**config.mk**
```make
export PLATFORM = sky130hd
export DESIGN_NAME = decode_stage
export DESIGN_NICKNAME = d
export VERILOG_FILES = /design/src/rtl/decode_stage.sv
export SDC_FILE = /design/constraint.sdc
export NUM_CORES = 1
export LEC_CHECK = 0
export ABC_AREA = 1
export BUFFER_PORTS_ARGS = -buffer_cell sky130_fd_sc_hd__buf_2
export CORE_MARGIN = 2
export CORE_UTILIZATION = 30
export CTS_CLUSTER_SIZE = 8
export DETAILED_ROUTE_END_ITERATION = 8
export SKIP_LAST_GASP = 1
export SLEW_MARGIN = 20
export SYNTH_ARGS = -nofsm -noshare
export SYNTH_HDL_FRONTEND = slang
export SYNTH_SLANG_ARGS = --single-unit
```
**constraint.sdc**
```tcl
create_clock -name clk -period 4.8 [get_ports clk]
set_clock_uncertainty 0.15 [all_clocks]
set_input_delay 0.96 -clock clk [delete_from_list [all_inputs] [get_ports clk]]
set_output_delay 0.96 -clock clk [all_outputs]
set_load 0.01 [all_outputs]
```
**src/rtl/decode_stage.sv**
```systemverilog
// Registered MIPS instruction-decode stage with a valid/ready handshake,
// load-use and HI/LO interlocks; reserved encodings are flagged and passed on.
module decode_stage #(
  parameter int MUL_LAT      = 4,
  parameter int DIV_LAT      = 16,
  parameter int CNT_W        = 5,
  parameter bit HAS_SPECIAL2 = 1'b1
) (
  input  logic        clk,
  input  logic        rst_n,
  input  logic        flush,
  input  logic        in_valid,
  output logic        in_ready,
  input  logic [31:0] in_instr,
  input  logic [31:0] in_pc,
  output logic        out_valid,
  input  logic        out_ready,
  output logic [31:0] out_instr,
  output logic [31:0] out_pc,
  output logic        out_grf_we,
  output logic [4:0]  out_grf_wa,
  output logic        out_is_load,
  output logic        out_is_store,
  output logic        out_is_branch,
  output logic        out_is_jump,
  output logic        out_is_muldiv,
  output logic        out_is_div,
  output logic        out_ri_exc,
  output logic        out_syscall
);

  localparam logic [CNT_W-1:0] MUL_LOAD = CNT_W'(MUL_LAT);
  localparam logic [CNT_W-1:0] DIV_LOAD = CNT_W'(DIV_LAT);

  typedef enum logic [1:0] {WA_NONE, WA_RT, WA_RD, WA_RA} wa_sel_t;

  logic [5:0] op;
  logic [5:0] fn;
  logic [4:0] rs;
  logic [4:0] rt;
  logic [4:0] rd;

  assign op = in_instr[31:26];
  assign rs = in_instr[25:21];
  assign rt = in_instr[20:16];
  assign rd = in_instr[15:11];
  assign fn = in_instr[5:0];

  wa_sel_t    wa_sel;
  logic [4:0] dec_wa;
  logic       dec_we;
  logic       d_load;
  logic       d_store;
  logic       d_branch;
  logic       d_jump;
  logic       d_muldiv;
  logic       d_div;
  logic       d_busy_start;
  logic       d_hilo_read;
  logic       d_ri;
  logic       d_syscall;
  logic       d_rs_used;
  logic       d_rt_used;

  always_comb begin
    wa_sel       = WA_NONE;
    d_load       = 1'b0;
    d_store      = 1'b0;
    d_branch     = 1'b0;
    d_jump       = 1'b0;
    d_muldiv     = 1'b0;
    d_div        = 1'b0;
    d_busy_start = 1'b0;
    d_hilo_read  = 1'b0;
    d_ri         = 1'b0;
    d_syscall    = 1'b0;
    d_rs_used    = 1'b0;
    d_rt_used    = 1'b0;
    case (op)
      6'h00: begin
        case (fn)
          6'h00, 6'h02, 6'h03: begin
            wa_sel    = WA_RD;
            d_rt_used = 1'b1;
          end
          6'h04, 6'h06, 6'h07, 6'h20, 6'h21, 6'h22, 6'h23,
          6'h24, 6'h25, 6'h26, 6'h27, 6'h2A, 6'h2B: begin
            wa_sel    = WA_RD;
            d_rs_used = 1'b1;
            d_rt_used = 1'b1;
          end
          6'h08: begin
            d_jump    = 1'b1;
            d_rs_used = 1'b1;
          end
          6'h09: begin
            d_jump    = 1'b1;
            d_rs_used = 1'b1;
            wa_sel    = WA_RD;
          end
          6'h0C: d_syscall = 1'b1;
          6'h10, 6'h12: begin
            wa_sel      = WA_RD;
            d_hilo_read = 1'b1;
          end
          6'h11, 6'h13: begin
            d_muldiv  = 1'b1;
            d_rs_used = 1'b1;
          end
          6'h18, 6'h19, 6'h1A, 6'h1B: begin
            d_muldiv     = 1'b1;
            d_busy_start = 1'b1;
            d_div        = fn[1];
            d_rs_used    = 1'b1;
            d_rt_used    = 1'b1;
          end
          default: d_ri = 1'b1;
        endcase
      end
      6'h01: begin
        if (rt == 5'd0 || rt == 5'd1) begin
          d_branch  = 1'b1;
          d_rs_used = 1'b1;
        end else begin
          d_ri = 1'b1;
        end
      end
      6'h02: d_jump = 1'b1;
      6'h03: begin
        d_jump = 1'b1;
        wa_sel = WA_RA;
      end
      6'h04, 6'h05: begin
        d_branch  = 1'b1;
        d_rs_used = 1'b1;
        d_rt_used = 1'b1;
      end
      6'h06, 6'h07: begin
        d_branch  = 1'b1;
        d_rs_used = 1'b1;
      end
      6'h08, 6'h09, 6'h0A, 6'h0B, 6'h0C, 6'h0D, 6'h0E: begin
        wa_sel    = WA_RT;
        d_rs_used = 1'b1;
      end
      6'h0F: wa_sel = WA_RT;
      6'h1C: begin
        case (fn)
          6'h00, 6'h01, 6'h04, 6'h05: begin
            if (HAS_SPECIAL2) begin
              d_muldiv     = 1'b1;
              d_busy_start = 1'b1;
              d_rs_used    = 1'b1;
              d_rt_used    = 1'b1;
            end else begin
              d_ri = 1'b1;
            end
          end
          default: d_ri = 1'b1;
        endcase
      end
      6'h20, 6'h21, 6'h23, 6'h24, 6'h25: begin
        d_load    = 1'b1;
        wa_sel    = WA_RT;
        d_rs_used = 1'b1;
      end
      6'h28, 6'h29, 6'h2B: begin
        d_store   = 1'b1;
        d_rs_used = 1'b1;
        d_rt_used = 1'b1;
      end
      default: d_ri = 1'b1;
    endcase
  end

  // WA_NONE resolves to 0, so a zero address covers both "no write" and "$0".
  always_comb begin
    case (wa_sel)
      WA_RT:   dec_wa = rt;
      WA_RD:   dec_wa = rd;
      WA_RA:   dec_wa = 5'd31;
      default: dec_wa = 5'd0;
    endcase
  end
  assign dec_we = (dec_wa != 5'd0);

  logic [CNT_W-1:0] busy_cnt;
  logic             held_busy_start;
  logic             stall_lu;
  logic             stall_hl;

  assign stall_lu = in_valid & out_valid & out_is_load & (out_grf_wa != 5'd0) &
                    ((d_rs_used & (rs == out_grf_wa)) | (d_rt_used & (rt == out_grf_wa)));
  assign stall_hl = in_valid & (d_hilo_read | d_muldiv) &
                    ((busy_cnt != '0) | (out_valid & out_is_muldiv));
  assign in_ready = (~out_valid | out_ready) & ~stall_lu & ~stall_hl & ~flush;

  always_ff @(posedge clk or negedge rst_n) begin
    if (!rst_n) begin
      out_valid       <= 1'b0;
      out_instr       <= '0;
      out_pc          <= '0;
      out_grf_we      <= 1'b0;
      out_grf_wa      <= '0;
      out_is_load     <= 1'b0;
      out_is_store    <= 1'b0;
      out_is_branch   <= 1'b0;
      out_is_jump     <= 1'b0;
      out_is_muldiv   <= 1'b0;
      out_is_div      <= 1'b0;
      out_ri_exc      <= 1'b0;
      out_syscall     <= 1'b0;
      held_busy_start <= 1'b0;
    end else if (flush) begin
      out_valid <= 1'b0;
    end else if (in_valid && in_ready) begin
      out_valid       <= 1'b1;
      out_instr       <= in_instr;
      out_pc          <= in_pc;
      out_grf_we      <= dec_we;
      out_grf_wa      <= dec_wa;
      out_is_load     <= d_load;
      out_is_store    <= d_store;
      out_is_branch   <= d_branch;
      out_is_jump     <= d_jump;
      out_is_muldiv   <= d_muldiv;
      out_is_div      <= d_div;
      out_ri_exc      <= d_ri;
      out_syscall     <= d_syscall;
      held_busy_start <= d_busy_start;
    end else if (out_ready) begin
      out_valid <= 1'b0;
    end
  end

  // The counter starts when execute takes the op, independent of flush.
  always_ff @(posedge clk or negedge rst_n) begin
    if (!rst_n) begin
      busy_cnt <= '0;
    end else if (out_valid && out_ready && held_busy_start) begin
      busy_cnt <= out_is_div ? DIV_LOAD : MUL_LOAD;
    end else if (busy_cnt != '0) begin
      busy_cnt <= busy_cnt - 1'b1;
    end
  end

endmodule

```
==> results by group, run 1 <==
Final layout
  • Register area: 0.00213 mm2
  • Nets: 751
  • Commonest non-fill, non-tap cell in the layout: nand2_1
  • Multi-input logic area: 0.00174 mm2
  • Most frequent cells in the layout: 243 x nand2_1, 147 x buf_2, 85 x dfrtp_1
  • Synthesis-to-layout area growth: 28.7%
  • Layout fillers: 1,460
  • Share of layout cells above drive strength 1: 0.270
  • Final Core Density: 0.399

Clock network
  • Total CTS buffers: 9
  • Root Buffer: clkbuf_16
  • Max Root-Sink Buffers: 2
  • Post-CTS Setup Repair Bufs: 0
  • CTS-repair resized insts: 0
  • H-tree depth: 3
  • Worst skew pair latency: 0.34 ns
  • Clock transition at path regs: 0.06 ns
  • Cts hold-fix bufs: 0
  • Sink Count: 85
  • CTS tree: yes

Setup path
  • Critical-path top delay cell: nor2_2
  • Cell mode on critical path: nand2_1
  • Setup crit end kind: primary output
  • Max stage delay on crit path: 0.41 ns
  • Worst setup path startpoint: in_instr[31]
  • WP buf/inv: 3
  • R2R setup slack: 2.17 ns
  • Setup CP Type: in2out
  • Critical path required time: 3.69 ns
  • Worst-path fanout max: 13
  • Crit path DAT: 2.58 ns
  • Critical Path Source Type: input port
  • Critical-path cell list: buf_2 -> nor2_2 -> nand2_1 -> nor2_1 -> nor2_1 -> nand3_1 -> nor2_1 -> nand2_1 -> nand2_1 -> nand2_1 -> nand2_2 -> nand2_1 -> inv_1 -> buf_2
  • Largest delay share family, worst path: simple AND/OR/NAND/NOR gates
  • Worst r2r src: out_grf_wa[4]

Route
  • DR WL/cell: 13.0 um
  • Iter 0 DRT Violations: 149
  • Routed vias: 3,907
  • Pre-antenna DRT Iters: 5
  • DRC: 0
  • Via/cell ratio: 4.53
  • Final ANT Viol Nets: 0
  • Post-Route WL: 11,200 um

Job
  • Max cap viols: 0

GRT
  • Initial antenna violation count: 1
  • Global-route usage over all layers: 0.159
  • First-pass GRT wire length: 18,600 um
  • Vias in the first global route: 3,817
  • Largest net degree at the start of global routing: 55
  • Grt ovf: 0

Die
  • Core region area: 0.0133 mm2
  • Die Wd: 121 um
  • Die ar.: 0.0148 mm2
  • Initial Utilization: 0.310
  • Height of the die: 121 um
  • Cell Rows: 42
  • Io pins: 149

Yosys
  • Post-Syn Instances: 535
  • Yosys warning total: 0
  • Count of cell types in the netlist: 32
  • Yosys top cell area share: 0.514
  • Synthesized area per cell: 7.74 um2
  • Flops & latches, synth: 85
  • Syn Nets: 606
  • Post-synth top area cell: dfrtp_1
  • Register area share after synthesis: 0.514
  • Mapped Area: 0.00414 mm2
  • Ranking of synthesized cells by area: dfrtp_1 51%, nand2_1 22%, o21ai_0 4.4%

Outcome
  • Status: finished, final reports clean

Power and ir drop
  • Worst vdd ir: 0.126 mV
  • Tot Pwr: 2.06 mW
  • Leak Pwr: 3.01 nW
  • PD cells: 386 mW/mm2

Timing
  • Worst-Margin Slew: 0.712 ns
  • Fin. Hold Viols: 0
  • Tmin final: 3.69 ns
  • Setup TNS: 0 ns
  • Max-slew headroom: 0.525
  • Fmax: 0.271 GHz
  • Fin crit share: 0.770
  • Unrepaired setup endpoints after global routing: false
  • Final Max Tran Viols: 0
  • Final setup violation count: 0

Placed design
  • PortBufs: 148
  • Detailed-placement wirelength estimate: 8630 um
  • Gpl congestion: 0.847

Worst hold path
  • Min-delay src: busy_cnt[0]
  • HP Class: reg2reg
==> routing by layer <==
metal  track usage  up-vias  part of all wire
met3        0.0357       14             0.068
met1         0.212     1783              0.46
met5             0        -                 0
met4        0.0611        0             0.022
met2         0.251      122              0.45
li1              -     1988                 -
==> worst paths after layout <==
kind,endpoint,cells past startpoint
worst max-delay path,in_ready,14
worst min-delay path,busy_cnt[0],1
worst max register to register,out_is_branch,8
worst min register to register,busy_cnt[0],1
max in group asynchronous,out_pc[26],2
min in group asynchronous,out_instr[1],1
==> area by class of cell <==
class,instances,area share
diodes,1,0.000469
clock buffers,10,0.0448
clock inverters,6,0.0136
inverters,42,0.0296
multi-input cells,390,0.326
flip-flops and latches,85,0.399
well taps,176,0.0413
repair buffers,152,0.145
==> Yosys cell counts <==
library cell / n
nand2_1: 243
dfrtp_1: 85
inv_1: 37
o21ai_0: 36
nor2_1: 33
nand3_1: 22
nand4_1: 10
buf_2: 9
xor2_1: 8
buf_4: 6
nor3_1: 6
inv_2: 5
nor2_2: 5
a21oi_1: 3
a31oi_1: 3
a211oi_1: 2
a21oi_2: 2
buf_6: 2
ha_1: 2
nor4_1: 2
o21a_1: 2
o2bb2ai_1: 2
a22o_1: 1
a311oi_1: 1
clkbuf_2: 1
nand2_2: 1
nand3_2: 1
nand3_4: 1
nor2_4: 1
o211ai_1: 1
o21ai_1: 1
or2_2: 1
==> where the power goes <==
part | leakage (nW) | internal [mW] | switching [mW]
Sequential | 1.07 | 0.830 | 0.0654
Clock | 0.149 | 0.421 | 0.295
Combinational | 1.80 | 0.181 | 0.265
==> stage by stage <==
step                      area (um2)  cells  hold slack [ns]  worst slack [ns]
after global routing            5330    861            0.329             0.926
after global placement          5020    845            0.300              1.15
after detailed placement        5020    845            0.304              1.11
after floorplan                 4140    535            0.283              1.62
final                           5330    862            0.307              1.11
after CTS                       5330    861            0.312              1.12
==> registers in the layout, indices dropped and copies added, names as in the netlist <==
name and flops:
out_is_muldiv 1, out_grf_we 1, out_is_branch 1, out_is_jump 1
out_is_div 1, out_pc 32, busy_cnt 5, out_ri_exc 1
out_instr 32, out_valid 1, out_syscall 1, out_grf_wa 5
out_is_load 1, out_is_store 1, held_busy_start 1
==> worst register-to-register path: stages (launching register included) <==
cell and delay, ns:
dfrtp_1 0.44, xor2_1 0.18, nor4_1 0.55, nand2_1 0.12, nand2_1 0.12, nand2_2 0.08
nand3_4 0.26, buf_4 0.45, o21ai_0 0.16
==> cells by family (layout without fill, tap and decap cells) <==
kind of cell | after synthesis | in the layout | share of synthesized area
other | 0 | 1 | 0
AOI/OAI and AO/OA | 54 | 54 | 0.0746
DFF | 85 | 85 | 0.514
adders and majority gates | 2 | 2 | 0.00604
buffers and inverters | 60 | 210 | 0.0665
and+or+nand+nor | 326 | 326 | 0.322
xor gates and xnor gates | 8 | 8 | 0.0169
Note: power is estimated with default switching activity, not from simulation.
==> inputs of run 2 (changes only) <==
==> constraint.sdc (replaced) <==
create_clock -name clk -period 3.7 [get_ports clk]
set_clock_uncertainty 0.15 [all_clocks]
set_input_delay 0.74 -clock clk [delete_from_list [all_inputs] [get_ports clk]]
set_output_delay 0.74 -clock clk [all_outputs]
set_load 0.01 [all_outputs]
==> run 2 against run 1 <==
Net effect:
- clock power grew 25%
- wire length is 2.2% higher
- final cell count increased by 0.12%
- register-to-register slack got worse by 0.99 ns
- worst hold slack improved by 0.0019 ns
- critical endpoint unchanged
==> results by group, run 2 (same netlist as run 1, synthesis figures left out) <==
Outcome
  • Status: finished, final reports clean

Final layout
  • Ant diodes: 0 (-1)
  • Cell area after layout: 0.00536 mm2 (+0.61%)
  • Most frequent cells in the layout: 243 x nand2_1, 147 x buf_2, 85 x dfrtp_1
  • Commonest non-fill, non-tap cell in the layout: nand2_1
  • Share of layout cells above drive strength 1: 0.269 (-0.000786)
  • Nets: 753 (+0.27%)
  • Top Registers: out_instr (32), out_pc (32)
  • Synthesis-to-layout area growth: 29.5%

Clock network
  • Root Buffer: clkbuf_16
  • Sink Count: 85 (unchanged)
  • Max Root-Sink Buffers: 2 (unchanged)
  • Total CTS buffers: 9 (unchanged)
  • Worst skew pair latency: 0.35 ns (about the same)
  • Post-CTS Setup Repair Bufs: 0 (unchanged)
  • Cts hold-fix bufs: 0 (unchanged)
  • Clock transition at path regs: 0.05 ns (about the same)
  • CTS tree: yes
  • H-tree depth: 3 (unchanged)
  • CTS-repair resized insts: 0 (unchanged)

Power and ir drop
  • Cell Int Power: 1.86 mW (+30%)
  • Logic pwr share: 0.221 (+0.004)
  • Switching power: 0.789 mW (+26%)
  • Sw Share: 0.298 (-0.00590)
  • Clock power share: 0.339 (-0.009)
  • PD cells: 494 mW/mm2 (+28%)
  • Register share of total power: 0.440 (+0.005)
  • Leak Pwr: 3.03 nW (+0.59%)
  • Worst vdd ir: 0.204 mV (+63%)

Die
  • Initial Utilization: 0.310 (unchanged)
  • Core region area: 0.0133 mm2 (unchanged)
  • Height of the die: 121 um (unchanged)
  • Die Wd: 121 um (unchanged)
  • Cell Rows: 42 (unchanged)
  • Io pins: 149 (unchanged)
  • Die ar.: 0.0148 mm2 (unchanged)

Route
  • Iter 0 DRT Violations: 184 (+23%)
  • Pre-antenna DRT Iters: 5 (unchanged)
  • Post-Route WL: 11,400 um (+2.2%)
  • Routed vias: 3,925 (+0.46%)
  • Final ANT Viol Nets: 0 (unchanged)
  • Via/cell ratio: 4.55 (+0.34%)
  • DRC: 0 (unchanged)
  • DR WL/cell: 13.3 um (+2.1%)

Timing
  • Fin crit share: 0.881
  • Hold_ws: 0.309 ns (+0.00190 ns)
  • Fin. Hold Viols: 0 (unchanged)
  • Final Max Tran Viols: 0 (unchanged)
  • Tmin final: 3.26 ns
  • Unrepaired setup endpoints after global routing: false
  • Setup TNS: 0 ns (unchanged)
  • Setup ws final: 0.440 ns (-0.666 ns)
  • Final setup violation count: 0 (unchanged)
  • Worst-Margin Slew: 0.782 ns (+0.0698 ns)
  • Fmax: 0.307 GHz
  • Max-slew headroom: 0.479 (-0.0466)

Setup path
  • Critical path required time: 2.81 ns (-0.88 ns)
  • Setup crit end kind: primary output
  • R2R setup slack: 1.18 ns (-0.99 ns)
  • Setup CP Type: in2out
  • Crit path DAT: 2.37 ns (-0.21 ns)
  • R2R depth: 10 (+2)
  • Worst r2r src: busy_cnt[0]
  • Crit Reg-Reg Endpoint: held_busy_start
  • Worst-path fanout max: 13 (unchanged)
  • Critical Path Source Type: input port

GRT
  • Vias in the first global route: 3,692 (-3.3%)
  • Grt ovf: 0 (unchanged)
  • Global-route usage over all layers: 0.160 (+0.00158)
  • Initial antenna violation count: 1 (unchanged)
  • First-pass GRT wire length: 18,400 um (-0.89%)
  • Largest net degree at the start of global routing: 60 (+9.1%)

Job
  • Max cap viols: 0 (unchanged)

Placed design
  • Gpl congestion: 0.825 (-2.7%)
  • Cell Area, Placed: 0.00507 mm2 (+1.0%)
  • PortBufs: 148 (unchanged)
  • DP Worst Slack: 0.463 ns (-0.651 ns)
  • Detailed-placement wirelength estimate: 8600 um (-0.36%)

Worst hold path
  • Worst Hold End: busy_cnt[0]
  • WHS Path Cells: 1 (unchanged)
  • Min-delay src: busy_cnt[0]
  • HP Class: reg2reg
## run 2: cell count changes in the layout (fill, tap and decap cells not counted)
cell,previous run,this run
clkinv_2,0,2
clkbuf_1,0,2
diode_2,1,0
buf_4,5,4
buf_12,0,3
clkinv_4,4,0
## run 2: final cells by class
cell class	count	area, um2
multi-input combinational	390	1740
fill	1390	7990
inverter	42	158
sequential	85	2130
clock inverter	4	47.5
tap	176	220
timing repair buffer	154	826
clock buffer	12	246
## run 2: worst max-delay path: stages
cell and delay [ns]:
buf_2 0.12, nor2_2 0.41, nand3_2 0.23, inv_2 0.17, nand2_1 0.07, nand2_1 0.05, nand2_1 0.05, nand2_1 0.12
nand2_2 0.08, nand2_1 0.13, inv_1 0.05, buf_2 0.14
## run 2: worst max path at each step
stage                       from        to  cells after the start  slack, ns
finish              in_instr[31]  in_ready                     12       0.44
global route        in_instr[31]  in_ready                     12       0.19
CTS                 in_instr[31]  in_ready                     12       0.46
detailed placement  in_instr[31]  in_ready                     12       0.46
global placement    in_instr[31]  in_ready                     14       0.51
floorplan           in_instr[27]  in_ready                     13       0.96
## run 2: metrics by stage
stage	power [mW]	util	instances
floorplan	1.51	-	535
global placement	1.76	0.380	847
detailed placement	1.77	0.380	847
CTS	2.69	0.402	863
global route	2.81	0.402	863
finish	2.65	0.402	863
## run 2: power groups by stage
| stage | registers (mW) | clock network (mW) | logic (mW) |
|---|---|---|---|
| CTS | 1.17 | 0.924 | 0.596 |
| finish | 1.17 | 0.897 | 0.584 |
| global route | 1.18 | 0.968 | 0.662 |
| detailed placement | 1.18 | 0 | 0.594 |
| floorplan | 1.23 | 0 | 0.276 |
| global placement | 1.18 | 0 | 0.583 |
## run 2: routing by layer
metal,up-vias,GRT usage,part of all wire,wire length (um)
met2,113,0.250,0.45,5190
met1,1823,0.218,0.47,5380
met5,-,0,0,0
met3,14,0.0357,0.062,704
li1,1975,-,-,-
met4,0,0.0582,0.015,172
==> inputs of run 3 (changes only) <==
--- a/config.mk
+++ b/config.mk
@@ -8,9 +8,12 @@
 export ABC_AREA = 1
 export BUFFER_PORTS_ARGS = -buffer_cell sky130_fd_sc_hd__buf_2
 export CORE_MARGIN = 2
-export CORE_UTILIZATION = 30
+export CORE_UTILIZATION = 45
 export CTS_CLUSTER_SIZE = 8
 export DETAILED_ROUTE_END_ITERATION = 8
+export MAX_ROUTING_LAYER = met4
+export PLACE_DENSITY = 0.74
+export REMOVE_ABC_BUFFERS = 1
 export SKIP_LAST_GASP = 1
 export SLEW_MARGIN = 20
 export SYNTH_ARGS = -nofsm -noshare
==> run 3 against run 2 <==
Net effect:
- global-route usage up 5.0 points
- highest routed layer unchanged
- largest cell class unchanged
- count of clock-buffer cells in the layout down 3
- maximum frequency up 0.26%
- final cell count down 8.0%
==> results by group, run 3 (same netlist as run 1, synthesis figures left out) <==
Route
  • WL met1: 4550 um (-16%)
  • Routed vias: 3,878 (-1.2%)
  • Max Used Layer: met4
  • DR WL/cell: 12.8 um (-3.9%)
  • Via/cell ratio: 4.88 (+7.4%)
  • Metal2 WL: 4830 um (-6.9%)
  • Pre-antenna DRT Iters: 6 (+1)
  • Iter 0 DRT Violations: 201 (+9.2%)
  • Total length of routed met3 wires: 518 um (-26%)
  • DRC: 0 (unchanged)
  • Post-Route WL: 10,100 um (-12%)
  • Final ANT Viol Nets: 0 (unchanged)

Clock network
  • Sink Count: 85 (unchanged)
  • CTS-repair resized insts: 0 (unchanged)
  • Max Root-Sink Buffers: 2 (unchanged)
  • Root Buffer: clkbuf_8
  • H-tree depth: 3 (unchanged)
  • Cts hold-fix bufs: 0 (unchanged)
  • Post-CTS Setup Repair Bufs: 0 (unchanged)
  • Total CTS buffers: 9 (unchanged)
  • CTS tree: yes
  • Worst skew pair latency: 0.37 ns (+0.02 ns)
  • Clock transition at path regs: 0.10 ns (+0.05 ns)

GRT
  • First-pass GRT wire length: 16,400 um (-11%)
  • Initial antenna violation count: 0 (-1)
  • Global-route usage over all layers: 0.210 (+0.0496)
  • Grt ovf: 0 (unchanged)
  • Vias in the first global route: 3,622 (-1.9%)
  • Largest net degree at the start of global routing: 86 (+43%)

Die
  • Height of the die: 99.9 um (-18%)
  • Die Wd: 99.9 um (-18%)
  • Io pins: 149 (unchanged)
  • Core region area: 0.00906 mm2 (-32%)
  • Cell Rows: 35 (-17%)
  • Die ar.: 0.00998 mm2 (-32%)
  • Initial Utilization: 0.457 (+0.147)

Timing
  • Fin crit share: 0.879 (-0.00226)
  • Max-slew headroom: 0.486 (+0.00780)
  • Fmax: 0.308 GHz (+0.26%)
  • Fin. Hold Viols: 0 (unchanged)
  • Hold_ws: 0.249 ns (-0.0596 ns)
  • Tmin final: 3.25 ns (-0.00836 ns)
  • Worst-Margin Slew: 0.770 ns (-0.0117 ns)
  • Setup ws final: 0.449 ns (+0.00836 ns)
  • Setup TNS: 0 ns (unchanged)
  • Unrepaired setup endpoints after global routing: false
  • Final setup violation count: 0 (unchanged)
  • Final Max Tran Viols: 0 (unchanged)

Final layout
  • Cell area after layout: 0.00516 mm2 (-3.8%)
  • Ant diodes: 0 (unchanged)
  • Nets: 750 (-0.40%)
  • Commonest non-fill, non-tap cell in the layout: nand2_1
  • Share of layout cells above drive strength 1: 0.268 (-0.00135)
  • Top Registers: out_instr (32), out_pc (32)
  • Post-Layout Cell Count: 794 (-8.0%)
  • Synthesis-to-layout area growth: 24.6%
  • Most frequent cells in the layout: 243 x nand2_1, 147 x buf_2, 85 x dfrtp_1

Power and ir drop
  • Clock power share: 0.278 (-0.061)
  • Logic pwr share: 0.240 (+0.019)
  • Register share of total power: 0.482 (+0.042)
  • Switching power: 0.777 mW (-1.6%)
  • Cell Int Power: 1.63 mW (-12%)
  • Worst vdd ir: 0.218 mV (+6.6%)
  • Sw Share: 0.323 (+0.0247)
  • PD cells: 466 mW/mm2 (-5.5%)
  • Leak Pwr: 2.97 nW (-2.0%)

Setup path
  • Setup crit end kind: primary output
  • Worst r2r src: busy_cnt[0]
  • R2R setup slack: 1.29 ns (+0.11 ns)
  • Setup CP Type: in2out
  • Crit path DAT: 2.36 ns (about the same)
  • Crit Reg-Reg Endpoint: out_pc[21]
  • Critical path required time: 2.81 ns (about the same)
  • R2R depth: 11 (+1)
  • Worst-path fanout max: 13 (unchanged)
  • Critical Path Source Type: input port

Placed design
  • Post-Place Cells: 778 (-8.1%)
  • DP Worst Slack: 0.450 ns (-0.0138 ns)
  • Detailed-placement wirelength estimate: 7290 um (-15%)
  • Cell Area, Placed: 0.00493 mm2 (-2.7%)
  • PortBufs: 148 (unchanged)
  • Gpl congestion: 0.980 (+19%)

Job
  • Max cap viols: 0 (unchanged)

Outcome
  • Status: finished, final reports clean

Worst hold path
  • HP Class: in2async
[run 3: cell types whose count changed in the layout (fill, tap and decap cells not counted), sizes merged]
cell,previous run,this run
buf,154,151
inv,42,44
clkbuf,12,9
[run 3: power by group through the flow]
stage	Clock [mW]	Sequential (mW)	Combinational [mW]
5_1_grt	0.723	1.18	0.653
6_report	0.669	1.16	0.578
2_1_floorplan	0	1.23	0.262
3_5_place_dp	0	1.18	0.577
3_3_place_gp	0	1.17	0.561
4_1_cts	0.693	1.16	0.579
[run 3: worst max path at each step]
| stage | slack (ns) | start | to |
|---|---|---|---|
| 2_1_floorplan | 0.95 | in_instr[31] | in_ready |
| 3_3_place_gp | 0.54 | in_instr[31] | in_ready |
| 3_5_place_dp | 0.45 | in_instr[31] | in_ready |
| 4_1_cts | 0.46 | in_instr[31] | in_ready |
| 5_1_grt | 0.24 | in_instr[31] | in_ready |
| 6_report | 0.45 | in_instr[31] | in_ready |
[run 3: stage by stage]
step           utilization  power (mW)
2_1_floorplan            -        1.49
3_3_place_gp         0.544        1.73
3_5_place_dp         0.544        1.75
4_1_cts              0.566        2.43
5_1_grt              0.569        2.55
6_report             0.569        2.41
[run 3: layer usage]
layer | up-vias | GRT usage
met1 | 1769 | 0.268
li1 | 1973 | -
met3 | 18 | 0.0341
met5 | - | -
met2 | 118 | 0.331
met4 | 0 | 0.0948
[run 3: area by class of cell]
cell class / instances / area (um2)
Clock buffer: 9 / 124
Multi-Input combinational cell: 390 / 1740
Timing Repair Buffer: 151 / 802
Fill cell: 876 / 3910
Tap cell: 111 / 139
Sequential cell: 85 / 2130
Inverter: 42 / 158
Clock inverter: 6 / 72.6
[run 3: worst max-delay path, cell delays in order]
cell	delay [ns]
buf_2	0.12
nor2_2	0.41
nand2_1	0.11
nor2_1	0.21
nor2_1	0.06
nand3_1	0.07
nor2_1	0.04
nand2_1	0.05
nand2_1	0.04
nand2_1	0.11
nand2_2	0.08
nand2_1	0.13
inv_1	0.06
buf_2	0.13
